File: src/rtl/iomem_timer.sv
// iomem_timer: memory-mapped 32-bit timer/counter with compare-match IRQ.
// Optional PWM output and DUTY register when IOMEM_TIMER_PWM_EN is defined.
module iomem_timer #(
    parameter logic [7:0] ADDR_BASE = 8'h04
) (
    input  logic        clk,
    input  logic        resetn,
    input  logic        iomem_valid,
    output logic        iomem_ready,
    input  logic [3:0]  iomem_wstrb,
    input  logic [31:0] iomem_addr,
    input  logic [31:0] iomem_wdata,
    output logic [31:0] iomem_rdata,
    output logic        irq
`ifdef IOMEM_TIMER_PWM_EN
    ,
    output logic        pwm_out
`endif
);

    logic        en;
    logic        periodic;
    logic        irq_en;
    logic [15:0] prescale;
    logic [15:0] psc;
    logic [31:0] compare;
    logic [31:0] count;
    logic        match;
`ifdef IOMEM_TIMER_PWM_EN
    logic [31:0] duty;
`endif

    logic        sel;
    logic        wr;
    logic [2:0]  idx;
    logic        tick;
    logic        hit;
    logic        w1c;
    logic [31:0] rd_mux;

    wire unused_addr = ^{iomem_addr[23:5], iomem_addr[1:0]};

    function automatic logic [31:0] merge(
        input logic [31:0] old,
        input logic [31:0] wd,
        input logic [3:0]  be
    );
        logic [31:0] r;
        r = old;
        for (int b = 0; b < 4; b++) begin
            if (be[b]) r[8*b +: 8] = wd[8*b +: 8];
        end
        return r;
    endfunction

    assign sel  = iomem_valid && !iomem_ready
               && (iomem_addr[31:24] == ADDR_BASE);
    assign wr   = sel && (iomem_wstrb != 4'b0000);
    assign idx  = iomem_addr[4:2];
    assign tick = en && (psc == prescale);
    assign hit  = tick && (count == compare);
    assign w1c  = wr && (idx == 3'd4) && iomem_wstrb[0] && iomem_wdata[0];
    assign irq  = match & irq_en;

    always_comb begin
        rd_mux = 32'h0;
        case (idx)
            3'd0: rd_mux = {29'h0, irq_en, periodic, en};
            3'd1: rd_mux = {16'h0, prescale};
            3'd2: rd_mux = compare;
            3'd3: rd_mux = count;
            3'd4: rd_mux = {31'h0, match};
`ifdef IOMEM_TIMER_PWM_EN
            3'd5: rd_mux = duty;
`endif
            default: rd_mux = 32'h0;
        endcase
    end

    always_ff @(posedge clk or negedge resetn) begin
        if (!resetn) begin
            iomem_ready <= 1'b0;
            iomem_rdata <= 32'h0;
            en          <= 1'b0;
            periodic    <= 1'b0;
            irq_en      <= 1'b0;
            prescale    <= 16'h0;
            psc         <= 16'h0;
            compare     <= 32'h0;
            count       <= 32'h0;
            match       <= 1'b0;
        end else begin
            iomem_ready <= sel;
            iomem_rdata <= sel ? rd_mux : 32'h0;

            if ((wr && idx == 3'd3) || !en || tick) psc <= 16'h0;
            else psc <= psc + 16'd1;

            // Bus writes take priority over the tick update.
            if (wr && idx == 3'd3) begin
                count <= merge(count, iomem_wdata, iomem_wstrb);
            end else if (tick) begin
                if (!hit) count <= count + 32'd1;
                else if (periodic) count <= 32'h0;
            end

            if (wr && idx == 3'd0) begin
                if (iomem_wstrb[0]) {irq_en, periodic, en} <= iomem_wdata[2:0];
            end else if (hit && !periodic) begin
                en <= 1'b0;
            end

            if (wr && idx == 3'd1) begin
                if (iomem_wstrb[0]) prescale[7:0]  <= iomem_wdata[7:0];
                if (iomem_wstrb[1]) prescale[15:8] <= iomem_wdata[15:8];
            end

            if (wr && idx == 3'd2)
                compare <= merge(compare, iomem_wdata, iomem_wstrb);

            // A same-cycle match set beats the W1C clear.
            match <= hit | (match & ~w1c);
        end
    end

`ifdef IOMEM_TIMER_PWM_EN
    always_ff @(posedge clk or negedge resetn) begin
        if (!resetn) begin
            duty    <= 32'h0;
            pwm_out <= 1'b0;
        end else begin
            if (wr && idx == 3'd5)
                duty <= merge(duty, iomem_wdata, iomem_wstrb);
            pwm_out <= en && (count < duty);
        end
    end
`endif

endmodule
File: config.mk
export PLATFORM = sky130hd
export DESIGN_NAME = iomem_timer
export DESIGN_NICKNAME = d
export VERILOG_FILES = /design/src/rtl/iomem_timer.sv
export SDC_FILE = /design/constraint.sdc
export NUM_CORES = 1
export LEC_CHECK = 0
export ABC_AREA = 1
export BUFFER_PORTS_ARGS = -buffer_cell sky130_fd_sc_hd__buf_2
export CAP_MARGIN = 5
export CORE_MARGIN = 1.5
export CORE_UTILIZATION = 60
export DETAILED_ROUTE_END_ITERATION = 16
export GPL_ROUTABILITY_DRIVEN = 0
export PLACE_DENSITY = 0.8
export SLEW_MARGIN = 20
export SYNTH_ARGS = -nofsm -noshare
export SYNTH_HDL_FRONTEND = slang
export SYNTH_SLANG_ARGS = --single-unit
File: constraint.sdc
create_clock -name clk -period 4.5 [get_ports clk]
set_input_delay 0.45 -clock clk [delete_from_list [all_inputs] [get_ports clk]]
set_output_delay 0.45 -clock clk [all_outputs]
set_load 0.02 [all_outputs]
==> reports/results.tsv <==
stage	metric	value	unit
die	rows	42	
run_status	outcome	completed	
final_layout	finish.utilization	70.41	%
route	routed_wl	23120	um
cts	cts_hold_buf	0	
route	vias	8305	
final_layout	diodes	0	
sta	finalCritPeriodShare	55.37	%
route	avgRoutedWirePerCell	15.28	um
cts	cts_resized	0	
grt	gr-total-overflow	0	
worst_setup_path	critPathMaxFanout	19	
sta	timing.final.max_slew_violations	0	
cts	cts.clk_slew.worst_paths	0.06	ns
power_and_ir_drop	clkPwrFrac	52.4	%
route	drc_errors	0	
sta	min_period	2.492	ns
final_layout	nets	1397	
cts	cts.sinks	133	
power_and_ir_drop	p_leak	0.004962	uW
die	die_h	121.1	um
final_layout	layout_commonest_cell	nand2_1	
sta	max_freq	401.3	MHz
yosys	ys_seq_elements	133	
yosys	synthFlopType	dfrtp_1	
power_and_ir_drop	powerDensity	294.9	nW/um^2
sta	setup_viol	0	
die	dieArea	14670	sq um
route	ant_nets	0	
die	pin_count	105	
yosys	syn-cell-area	8369	sq um
sta	clock_skew	0.007832	ns
final_layout	design_area	9473	sq um
route	drt_iter0_drc	980	
sta	worstMarginPinSlew	0.8855	ns
power_and_ir_drop	pwr-share-comb	4.5	%
yosys	avgSynthCellArea	6.653	sq um
final_layout	syn2layout_area_growth	13.19	%
die	fp.coreArea	13450	sq um
placement	port_buffers	83	
sta	whs	0.08990	ns
cts	postCtsSetupBuffers	0	
final_layout	mostFrequentLayoutCells	500 x nand2_1, 165 x inv_1, 133 x dfrtp_1	
yosys	netlist_instances	1258	
route	via_per_inst	5.489	
cts	cts_tree	done	
final_layout	layoutNonFillerInstCount	1513	
grt	grt_max_degree	96	
power_and_ir_drop	netSwitchingFraction	22.12	%
worst_setup_path	endpoint_kind	flop	
placement	place_area	8848	sq um
sta	finalSetupTns	0	ns
grt	antenna_found_initial	0	
worst_setup_path	worstPathArrival	2.81	ns
final_layout	multi_input_area	4190	sq um
power_and_ir_drop	peakVddDrop	357.5	uV
cts	cts_buffers	17	
sta	hold_viol	0	
yosys	ys_seq_area_share	39.77	%
route	dr.pass1.iters	6	
worst_setup_path	cp-start-kind	flop	
die	die_w	121.1	um
worst_setup_path	crit_type	reg2reg	
die	start_util	62.21	%
sta	rsz0062_at_grt	no	
placement	dp_cells	1481	
grt	first_global_vias	7663	
yosys	ys_types	41	
power_and_ir_drop	intPower	2175	uW
cts	insertion_delay	0.43	ns
final_layout	fillers	1164	
power_and_ir_drop	net-switching-power	617.9	uW
yosys	synth.net_count	1331	
cts	cts_buffer_depth	2	
final_layout	drive_gt1_share	12.49	%
sta	relSlewSlack	40.97	%
placement	dp_hpwl	16280	um
grt	grt_usage	33.54	%
cts	htreeDepth	4	
final_layout	seq_area	3328	sq um
worst_setup_path	worstPathRequired	4.82	ns
cts	clockRootBuffer	clkbuf_16	
worst_hold_path	hp-class	in2async	
yosys	synth_edf_count	0	
job	maxCapViolCount	0	
grt	grt_pass1_wl	38070	um
yosys	async_reset_ff_share	100.0	%
power_and_ir_drop	pwr-share-seq	43.1	%
yosys	yosysWarnings	0	
==> power groups by stage <==
stage | registers, uW | clock network [uW] | logic [uW]
after floorplan | 1220 | 0 | 51.4
after global placement | 1220 | 0 | 124
after detailed placement | 1220 | 0 | 126
after CTS | 1200 | 1470 | 127
after global routing | 1200 | 1530 | 142
final | 1200 | 1460 | 127
==> final cells by class <==
class,instances,share of cell area [%]
Clock buffer,24,5.297
Clock inverter,8,1.268
Inverter,172,6.815
Multi-Input combinational cell,911,44.23
Sequential cell,133,35.13
Tap cell,176,2.325
Timing Repair Buffer,89,4.927
==> metal layers <==
| metal | share of wire (%) | track usage (%) |
|---|---|---|
| met1 | 43 | 46.49 |
| met2 | 46 | 51.81 |
| met3 | 8.5 | 8.271 |
| met4 | 2.3 | 10.88 |
| met5 | 0 | 0 |
==> state kept, by name (all words and copies together) (netlist names) <==
name         cells
iomem_rdata     32
irq_en           1
en               1
match            1
psc             16
count           32
periodic         1
compare         32
prescale        16
iomem_ready      1
==> critical path: stages (launching register included) <==
cell     delay [ns]
dfrtp_1        0.38
or2_4          0.27
nor3_4         0.23
nand2_2        0.16
nor2_4         0.42
inv_2          0.27
nand2_1        0.28
nand2_1        0.21
nand2_1        0.11
nand2_1        0.05
==> kinds of logic after synthesis <==
kind of cell / after synthesis / share of synthesized area, %
AND/OR/NAND/NOR: 768 / 37.76
buffers and inverters: 214 / 10.30
flip-flops: 133 / 39.77
AO/OA/AOI/OAI: 108 / 8.417
XOR/XNOR: 33 / 3.453
adder cells (fa/ha/maj): 2 / 0.2990
==> synthesized netlist by cell type, types with 7 or more instances <==
| library cell | n | area share [%] |
|---|---|---|
| nand4_1 | 10 | 0.75 |
| xor2_1 | 25 | 2.6 |
| nand3_1 | 80 | 4.8 |
| inv_1 | 165 | 7.4 |
| dfrtp_1 | 133 | 40 |
| clkbuf_1 | 11 | 0.49 |
| nor2_1 | 125 | 5.6 |
| buf_2 | 20 | 1.2 |
| xnor2_1 | 8 | 0.84 |
| o21ai_1 | 10 | 0.60 |
| a22oi_1 | 16 | 1.4 |
| o21ai_0 | 35 | 2.1 |
| o21ai_2 | 22 | 2.3 |
| inv_2 | 7 | 0.31 |
| nand2_1 | 501 | 22 |
| nand2_2 | 8 | 0.60 |
| a31oi_1 | 13 | 0.97 |
| nor3_1 | 26 | 1.6 |
==> metrics by stage <==
stage / power [uW] / setup WS (ns)
after CTS: 2797 / 1.706
final: 2793 / 2.008
after floorplan: 1275 / 2.640
after global routing: 2874 / 1.800
after detailed placement: 1351 / 1.651
after global placement: 1349 / 1.636
==> final timing paths <==
kind | start | end | slack, ns | cells after the start
worst max register to register | iomem_ready | count[2] | 2.01 | 9
min in group clk | iomem_wdata[31] | compare[31] | 0.27 | 3
worst max-delay path | iomem_ready | count[2] | 2.01 | 9
worst min-delay path | resetn | psc[11] | 0.09 | 1
worst min register to register | psc[0] | psc[0] | 0.52 | 1
max in group asynchronous | resetn | compare[17] | 3.35 | 2
Note: power is estimated with default switching activity, not from simulation.
